$ cat config.mk
export PLATFORM = sky130hd
export DESIGN_NAME = miriscv_lsu_flat
export DESIGN_NICKNAME = d
export VERILOG_FILES = /design/src/rtl/miriscv_lsu_pkg.sv /design/src/rtl/miriscv_lsu_if.sv /design/src/rtl/miriscv_lsu_load_ext.sv /design/src/rtl/miriscv_lsu.sv /design/src/flat_wrapper.sv
export SDC_FILE = /design/constraint.sdc
export NUM_CORES = 1
export LEC_CHECK = 0
export ABC_CLOCK_PERIOD_IN_PS = 1500
export BUFFER_PORTS_ARGS = -buffer_cell sky130_fd_sc_hd__clkbuf_2
export CAP_MARGIN = 5
export CORE_MARGIN = 2
export CORE_UTILIZATION = 31
export CTS_CLUSTER_DIAMETER = 120
export DETAILED_ROUTE_END_ITERATION = 10
export HOLD_SLACK_MARGIN = 0.06
export PLACE_DENSITY = 0.79
export SLEW_MARGIN = 20
export SYNTH_ARGS = -nofsm -noshare
export SYNTH_HDL_FRONTEND = slang
export SYNTH_SLANG_ARGS = --single-unit
$ cat constraint.sdc
create_clock -name clk_i -period 1.5 [get_ports clk_i]
set_input_delay 0.15 -clock clk_i [delete_from_list [all_inputs] [get_ports clk_i]]
set_output_delay 0.15 -clock clk_i [all_outputs]
set_load 0.01 [all_outputs]
$ cat src/rtl/miriscv_lsu_pkg.sv
// Shared size encodings, FSM state type and request-side helpers for the LSU.
package miriscv_lsu_pkg;

   localparam logic [2:0] LDST_B  = 3'b000;
   localparam logic [2:0] LDST_H  = 3'b001;
   localparam logic [2:0] LDST_W  = 3'b010;
   localparam logic [2:0] LDST_BU = 3'b100;
   localparam logic [2:0] LDST_HU = 3'b101;

   typedef enum logic {
      ST_IDLE = 1'b0,
      ST_WAIT = 1'b1
   } lsu_state_e;

   // Legal size with natural alignment; anything else is reported as an error.
   function automatic logic access_ok(input logic [2:0] size, input logic [1:0] off);
      case (size)
         LDST_B, LDST_BU: return 1'b1;
         LDST_H, LDST_HU: return ~off[0];
         LDST_W:          return (off == 2'b00);
         default:         return 1'b0;
      endcase
   endfunction

   function automatic logic [3:0] be_gen(input logic [2:0] size, input logic [1:0] off);
      case (size)
         LDST_B, LDST_BU: return 4'b0001 << off;
         LDST_H, LDST_HU: return 4'b0011 << {off[1], 1'b0};
         default:         return 4'b1111;
      endcase
   endfunction

   function automatic logic [31:0] wdata_gen(input logic [2:0] size, input logic [31:0] data);
      case (size)
         LDST_B, LDST_BU: return {4{data[7:0]}};
         LDST_H, LDST_HU: return {2{data[15:0]}};
         default:         return data;
      endcase
   endfunction

endpackage

$ cat src/rtl/miriscv_lsu_if.sv
// Data-memory request/response bus between the LSU (master) and memory (slave).
interface miriscv_lsu_if;

   logic        data_req_o;
   logic        data_we_o;
   logic [3:0]  data_be_o;
   logic [31:0] data_addr_o;
   logic [31:0] data_wdata_o;
   logic [31:0] data_rdata_i;

   modport master (
      output data_req_o, data_we_o, data_be_o, data_addr_o, data_wdata_o,
      input  data_rdata_i
   );

   modport slave (
      input  data_req_o, data_we_o, data_be_o, data_addr_o, data_wdata_o,
      output data_rdata_i
   );

endinterface

$ cat src/rtl/miriscv_lsu_load_ext.sv
// Picks the addressed byte/half out of the memory word and sign- or zero-extends it.
module miriscv_lsu_load_ext
   import miriscv_lsu_pkg::*;
(
   input  logic [2:0]  size,
   input  logic [1:0]  offset,
   input  logic [31:0] rdata,
   output logic [31:0] data
);

   logic [7:0]  byte_sel;
   logic [15:0] half_sel;

   always_comb begin
      byte_sel = rdata[7:0];
      case (offset)
         2'd0: byte_sel = rdata[7:0];
         2'd1: byte_sel = rdata[15:8];
         2'd2: byte_sel = rdata[23:16];
         2'd3: byte_sel = rdata[31:24];
         default: byte_sel = rdata[7:0];
      endcase
      half_sel = offset[1] ? rdata[31:16] : rdata[15:0];

      case (size)
         LDST_B:  data = {{24{byte_sel[7]}}, byte_sel};
         LDST_BU: data = {24'd0, byte_sel};
         LDST_H:  data = {{16{half_sel[15]}}, half_sel};
         LDST_HU: data = {16'd0, half_sel};
         default: data = rdata;
      endcase
   end

endmodule

$ cat src/rtl/miriscv_lsu.sv
// Two-state load/store unit: issues one data-memory access, then returns the
// extended load result in the following cycle.
module miriscv_lsu
   import miriscv_lsu_pkg::*;
(
   input  logic          clk_i,
   input  logic          rst_i,
   input  logic          lsu_req_i,
   input  logic          lsu_we_i,
   input  logic [2:0]    lsu_size_i,
   input  logic [31:0]   lsu_addr_i,
   input  logic [31:0]   lsu_data_i,
   output logic [31:0]   lsu_data_o,
   output logic          lsu_stall_req_o,
   output logic          lsu_err_o,
   miriscv_lsu_if.master dmem
);

   lsu_state_e  state;
   logic [2:0]  size_p1;
   logic [1:0]  offset_p1;
   logic        ld_p1;
   logic        idle;
   logic        legal;
   logic        access;
   logic [31:0] ext_data;

   // Reset masks every output so nothing leaks while it is held.
   assign idle   = (state == ST_IDLE) & ~rst_i;
   assign legal  = access_ok(lsu_size_i, lsu_addr_i[1:0]);
   assign access = idle & lsu_req_i & legal;

   assign lsu_err_o       = idle & lsu_req_i & ~legal;
   assign lsu_stall_req_o = access;

   assign dmem.data_req_o   = access;
   assign dmem.data_we_o    = access & lsu_we_i;
   assign dmem.data_addr_o  = access ? lsu_addr_i : 32'd0;
   assign dmem.data_be_o    = access ? be_gen(lsu_size_i, lsu_addr_i[1:0]) : 4'd0;
   assign dmem.data_wdata_o = access ? wdata_gen(lsu_size_i, lsu_data_i) : 32'd0;

   // p0 -> p1: capture access shape for the response cycle
   always_ff @(posedge clk_i) begin
      if (rst_i) begin
         state     <= ST_IDLE;
         size_p1   <= 3'd0;
         offset_p1 <= 2'd0;
         ld_p1     <= 1'b0;
      end else begin
         case (state)
            ST_IDLE: begin
               if (access) begin
                  state     <= ST_WAIT;
                  size_p1   <= lsu_size_i;
                  offset_p1 <= lsu_addr_i[1:0];
                  ld_p1     <= ~lsu_we_i;
               end
            end
            default: state <= ST_IDLE;
         endcase
      end
   end

   miriscv_lsu_load_ext u_load_ext (
      .size   (size_p1),
      .offset (offset_p1),
      .rdata  (dmem.data_rdata_i),
      .data   (ext_data)
   );

   assign lsu_data_o = ((state == ST_WAIT) && ld_p1 && !rst_i) ? ext_data : 32'd0;

endmodule

$ cat src/flat_wrapper.sv
// flat-port wrapper written by rule: the top's interface ports become plain ports
module miriscv_lsu_flat import miriscv_lsu_pkg::*;
  (clk_i, rst_i, lsu_req_i, lsu_we_i, lsu_size_i, lsu_addr_i, lsu_data_i, lsu_data_o, lsu_stall_req_o, lsu_err_o, dmem_data_req_o, dmem_data_we_o, dmem_data_be_o, dmem_data_addr_o, dmem_data_wdata_o, dmem_data_rdata_i);
  miriscv_lsu_if dmem_i ();
  input  logic clk_i;
  input  logic rst_i;
  input  logic lsu_req_i;
  input  logic lsu_we_i;
  input  logic [2:0] lsu_size_i;
  input  logic [31:0] lsu_addr_i;
  input  logic [31:0] lsu_data_i;
  output logic [31:0] lsu_data_o;
  output logic lsu_stall_req_o;
  output logic lsu_err_o;
  output wire logic [$bits(dmem_i.data_req_o)-1:0] dmem_data_req_o;
  output wire logic [$bits(dmem_i.data_we_o)-1:0] dmem_data_we_o;
  output wire logic [$bits(dmem_i.data_be_o)-1:0] dmem_data_be_o;
  output wire logic [$bits(dmem_i.data_addr_o)-1:0] dmem_data_addr_o;
  output wire logic [$bits(dmem_i.data_wdata_o)-1:0] dmem_data_wdata_o;
  input wire logic [$bits(dmem_i.data_rdata_i)-1:0] dmem_data_rdata_i;
  assign dmem_data_req_o = dmem_i.data_req_o;
  assign dmem_data_we_o = dmem_i.data_we_o;
  assign dmem_data_be_o = dmem_i.data_be_o;
  assign dmem_data_addr_o = dmem_i.data_addr_o;
  assign dmem_data_wdata_o = dmem_i.data_wdata_o;
  assign dmem_i.data_rdata_i = dmem_data_rdata_i;
  miriscv_lsu u_core (.clk_i(clk_i), .rst_i(rst_i), .lsu_req_i(lsu_req_i), .lsu_we_i(lsu_we_i), .lsu_size_i(lsu_size_i), .lsu_addr_i(lsu_addr_i), .lsu_data_i(lsu_data_i), .lsu_data_o(lsu_data_o), .lsu_stall_req_o(lsu_stall_req_o), .lsu_err_o(lsu_err_o), .dmem(dmem_i));
endmodule
# ---- Word-level counts from Yosys, hierarchy flattened
# Cells that the tools add are included.
# Widths: inputs -> output; s select.
dict set report word_totals {
  register_bits 7
  latch_bits 0
  ram_bits 0
  romBits 0
  inputBits 103
  out_inout_bits 104
  elab_cells 48
  n_memories 0
}
dict set report classes {
  n_addsub 0
  n_mul 0
  div 0
  order_cmp 0
  eq_ne 10
  n_shift 2
  mux 11
  bitwise_logic 10
  n_reduce_logical 11
}
# op count
set ops {}
lappend ops {{$pmux 32 s4} 1}
lappend ops {{$mux 32} 3}
lappend ops {{$pmux 32 s2} 1}
lappend ops {{$pmux 8 s4} 1}
lappend ops {{$mux 16} 1}
lappend ops {{$eq 3x3->1 const B} 4}
lappend ops {{$pmux 4 s2} 1}
lappend ops {{$eq 3x1->1 const B} 2}
lappend ops {{$logic_not 3->1} 2}
lappend ops {{$reduce_or 2->1} 3}
lappend ops {{$and 1x1->1} 5}
lappend ops {{$not 1->1} 5}
lappend ops {{$eq 2x2->1 const B} 2}
lappend ops {{$logic_not 2->1} 2}
lappend ops {{$mux 4} 1}
lappend ops {{$shl 1x2->4 const A} 1}
lappend ops {{$shl 2x2->4 const A} 1}
lappend ops {{$eq 3x2->1 const B} 1}
lappend ops {{$pmux 1 s3} 1}
lappend ops {{$eq 2x1->1 const B} 1}
lappend ops {{$logic_and 1x1->1} 2}
lappend ops {{$reduce_and 2->1} 1}
lappend ops {{$logic_not 1->1} 1}
lappend ops {{$mux 1} 1}

# ---- Depth between registers and ports, before layout
dict set report logic_depth {
  depth_word 5
  depth_mapped 8
}

# ---- By module
# A second synthesis with hierarchy kept.
dict set report hier_totals {
  cells_unflattened 314
  hier_area_um2 2029.4
}
# mod instances cells_each area_each_um2
set by_module_without_submodules {}
lappend by_module_without_submodules {miriscv_lsu 1 203 1361.3}
lappend by_module_without_submodules {miriscv_lsu_load_ext 1 111 668.1}

# ---- Worst setup path before layout
# No wires, ideal clock.
dict set report synth_path {
  kind {flip-flop to output port}
  startpoint {register u_core.offset_p1[1]}
  endpoint {output port lsu_data_o[8]}
  t_arrival_ns 1.395
  t_required_ns 1.350
  setup_slack_ns -0.045
  path_stages_with_launch 6
  path_buffers 1
  path_cell_list {dfxtp_1 buf_4 mux4_2 nor3b_2 nor2_1 a21oi_1}
}
dict set report synth_via {
  elab_chain_cells 4
}
# element line_no
set synth_lines {}
lappend synth_lines {{start: declaration} miriscv_lsu.sv:21} ;# logic [1:0] offset_p1;
lappend synth_lines {{start signal: assignment} miriscv_lsu.sv:55} ;# offset_p1 <= lsu_addr_i[1:0];
lappend synth_lines {{$eq 2x2->1, or another cell as far along} miriscv_lsu_load_ext.sv:16} ;# case (offset)
lappend synth_lines {{$pmux 8 s4} miriscv_lsu_load_ext.sv:16}
lappend synth_lines {{$pmux 32 s4 (*)} miriscv_lsu_load_ext.sv:25} ;# case (size)
lappend synth_lines {{$mux 32 (*)} miriscv_lsu.sv:71} ;# assign lsu_data_o = ((state == ST_WAIT) && ld_p1 && !rst_i) ? ext_data : 32'd0;
lappend synth_lines {{end: declaration} flat_wrapper.sv:12} ;# output logic [31:0] lsu_data_o;
# Every way passes the cells marked *; elsewhere a longest branch is shown, timed or not.

# ---- Worst setup path after layout
dict set report layout_path {
  startpoint {register u_core.state}
  endpoint {output port dmem_data_wdata_o[4]}
}
dict set report layout_via {
  elab_chain_cells 5
}
# element line_no
set layout_lines {}
lappend layout_lines {{start: declaration} miriscv_lsu.sv:19} ;# lsu_state_e state;
lappend layout_lines {{start signal: assignment} miriscv_lsu.sv:45} ;# state <= ST_IDLE;
lappend layout_lines {{start signal: assignment} miriscv_lsu.sv:53} ;# state <= ST_WAIT;
lappend layout_lines {{start signal: assignment} miriscv_lsu.sv:59} ;# default: state <= ST_IDLE;
lappend layout_lines {{$not 1->1} -}
lappend layout_lines {{$and 1x1->1} miriscv_lsu.sv:29} ;# assign idle = (state == ST_IDLE) & ~rst_i;
lappend layout_lines {{$and 1x1->1 (2 in series)} miriscv_lsu.sv:31} ;# assign access = idle & lsu_req_i & legal;
lappend layout_lines {{$mux 32} miriscv_lsu.sv:40} ;# assign dmem.data_wdata_o = access ? wdata_gen(lsu_size_i, lsu_data_i) : 32'd0;
lappend layout_lines {{end: declaration} flat_wrapper.sv:19} ;# output wire logic [$bits(dmem_i.data_wdata_o)-1:0] dmem_data_wdata_o;
# Every way passes these cells.

==> impl_metrics.csv <==
group,metric,value,unit
timing,rsz0062_at_grt,"yes",
logic_synthesis,netlist_instances,297,
outcome,outcome,"finished, violations left",
pwr,switching_power,0.000508,W
detailed_routing,num_vias,3175,
floorplan,coreArea,0.00551,mm²
clock_tree,cts-root-buf,"clkbuf_8",
global_routing,antenna_found_initial,0,
pwr,clock_power_share,20.6,%
detailed_routing,wl_per_cell,16.1,µm
floorplan,start_util,32.2,%
final_layout,drive_above_1_share,67.9,%
logic_synthesis,ys_seq_area_share,7.89,%
pwr,comb_power_share,63.4,%
logic_synthesis,ys_ff_latch,7,
logic_synthesis,synth-edff-count,0,
placed_design,place.port_buffers,206,
logic_synthesis,syn_nets,400,
pwr,p_total,0.00132,W
final_layout,area_delta_synth_final,125,%
setup_path,r2r-end,"u_core.size_p1[2]",
global_routing,grt_max_degree,30,
logic_synthesis,async_flop_share,0,%
setup_path,startpoint_type,"flop",
pwr,power_frac_seq,15.9,%
timing,tightestPinTransition,0.382,ns
clock_tree,clock_sinks,7,
worst_hold_path,hold_path_end,"u_core.size_p1[2]",
global_routing,grtUsageTotal,25.2,%
placed_design,post_dp_cell_area,0.00309,mm²
outcome,violations,"setup timing",
detailed_routing,ant_nets,0,
floorplan,die_h,79.7,µm
pwr,power_density,329,mW/mm²
floorplan,dieArea,0.00635,mm²
final_layout,fin_util,72.7,%
pwr,switching_share,38.6,%
logic_synthesis,yosys_most_used_dff,"dfxtp_1",
logic_synthesis,synthTopCellsByCount,"nand2_1 (55), nor2_1 (45), and2_1 (39), a21oi_1 (35), mux2i_1 (28)",
setup_path,ff2ff_setup_slack,-0.17,ns
pwr,p_leak,2.19,nW
timing,worst_slack,-0.363,ns
setup_path,crit_path_max_fanout,13,
placed_design,dp_slack,-0.196,ns
timing,drv_slew,0,
global_routing,grt_pass1_vias,2863,
timing,timing.slew.headroom,74.5,%
detailed_routing,routed_wl,9750,µm
timing,max_freq,0.537,GHz
logic_synthesis,synthMostInstantiatedCell,"nand2_1",
detailed_routing,viasPerCell,5.25,
floorplan,die_x,79.7,µm
timing,fin_crit,1.86,ns
worst_hold_path,worstHoldStart,"lsu_size_i[2]",
clock_tree,hold_buffers,0,
setup_path,cp.required,1.35,ns
run,max-cap-violations,0,
logic_synthesis,synth_area_leaders,"mux2i_1 (16%), and2_1 (14%), nand2_1 (12%)",
timing,skew,0.000581,ns
setup_path,ff2ff_path_depth,8,
logic_synthesis,yosysWarningCount,0,
clock_tree,clockBufferDepth,2,
logic_synthesis,synth_top_area_share,15.8,%
placed_design,routabilityCongestion,0.925,
timing,fin_crit_sh,124,%
setup_path,reg2reg_from,"u_core.state",
final_layout,nets,637,
detailed_routing,first_pass_iters,4,
final_layout,fin_area,0.00400,mm²
clock_tree,clock_latency,0.23,ns
pwr,p_int,0.000808,W
detailed_routing,first_iter_violations,152,
clock_tree,cts_tree,"done",
timing,finalSetupViolations,109,
setup_path,endpoint_kind,"primary output",
setup_path,crit_type,"flop to primary output",
worst_hold_path,worstHoldPathCells,3,
logic_synthesis,synth_area_leader_cell,"mux2i_1",
global_routing,grt_pass1_wl,12900,µm
pwr,max-vdd-ir-drop,0.000211,V
clock_tree,cts_max_level,1,
worst_hold_path,hp-class,"primary input to flop",
setup_path,cp_data_arrival_time,1.71,ns
floorplan,io_pins,207,
logic_synthesis,postSynthAreaPerCell,5.98,µm²
clock_tree,path_clk_slew,0.04,ns
final_layout,diodes,0,
clock_tree,cts_made_buffers,3,
placed_design,dp_hpwl,6640,µm
logic_synthesis,netlist_area,0.00178,mm²
floorplan,std_cell_rows,27,
logic_synthesis,synth_cell_types,35,
global_routing,grt_overflow_total,0,
timing,hold_viol_final,0,
detailed_routing,drc,0,
-- power groups by stage --
stage               clock network, W  logic [W]  registers, W
floorplan                          0   0.000309      0.000204
global placement                   0   0.000586      0.000209
detailed placement                 0   0.000597      0.000210
CTS                         0.000278   0.000656      0.000208
global route                0.000283   0.000887      0.000211
finish                      0.000271   0.000835      0.000210
-- state kept, by name, indices dropped and copies added, names as in the netlist --
name / cells
u_core.state: 1
u_core.offset_p1: 2
u_core.ld_p1: 1
u_core.size_p1: 3
-- worst max path at each step --
stage                              from                    to  slack (ns)  cells after the start
detailed placement  u_core.offset_p1[1]        lsu_data_o[24]       -0.20                      7
finish                     u_core.state  dmem_data_wdata_o[4]       -0.36                      6
global route               u_core.state  dmem_data_wdata_o[4]       -0.40                      6
CTS                 u_core.offset_p1[1]        lsu_data_o[24]       -0.33                      7
global placement           u_core.state  dmem_data_addr_o[12]       -0.11                      6
floorplan                  u_core.state  dmem_data_addr_o[28]      -0.001                      6
-- logic make-up after synthesis --
logic type,count (synthesis),synth area share (%)
AO/OA/AOI/OAI,67,22.1
buffers and inverters,36,10.5
multiplexers,29,17.1
flip-flops,7,7.89
AND/OR/NAND/NOR,158,42.4
-- placed cells by master (no fill, tap or decap), types with 12 or more instances in the layout --
master      n
a21oi_1    20
a21oi_2    14
and2_4     29
buf_2      45
buf_4      31
buf_6      45
clkbuf_2  124
mux2i_1    22
nand2_1    52
nor2_1     30
o21ai_0    12
-- metal layers --
layer  part of all wire (%)  GRT usage, %
met1                     35          26.8
met2                     52          47.1
met3                    9.7          5.54
met4                    3.5          10.9
met5                      0             0
-- critical path, cell delays in order (launching register included) --
cell	delay (ns)
dfxtp_2	0.31
or3b_4	0.37
o21bai_4	0.22
clkinv_4	0.15
buf_16	0.15
and2_1	0.15
buf_2	0.13
-- through the flow --
stage	setup TNS, ns	hold WS (ns)	std cells
3_5_place_dp	-5.96	0.433	587
6_report	-28.75	0.209	605
5_1_grt	-34.48	0.219	605
4_1_cts	-28.64	0.194	596
3_3_place_gp	-3.50	0.411	587
2_1_floorplan	-0.00304	0.261	297
-- cell type report --
type	instances	area [µm²]
timing repair buffer	259	1870
multi-input combinational	254	1810
fill	383	1500
sequential	7	154
tap	72	90.1
clock buffer	4	45.0
inverter	9	41.3
-- timing repair --
item,CTS,global route
pin swaps,10,42
setup endpoints to repair,109,110
resized for setup,39,210
cloned,3,3
setup buffers,2,8
No activity file was read; power rests on OpenSTA's default activity.
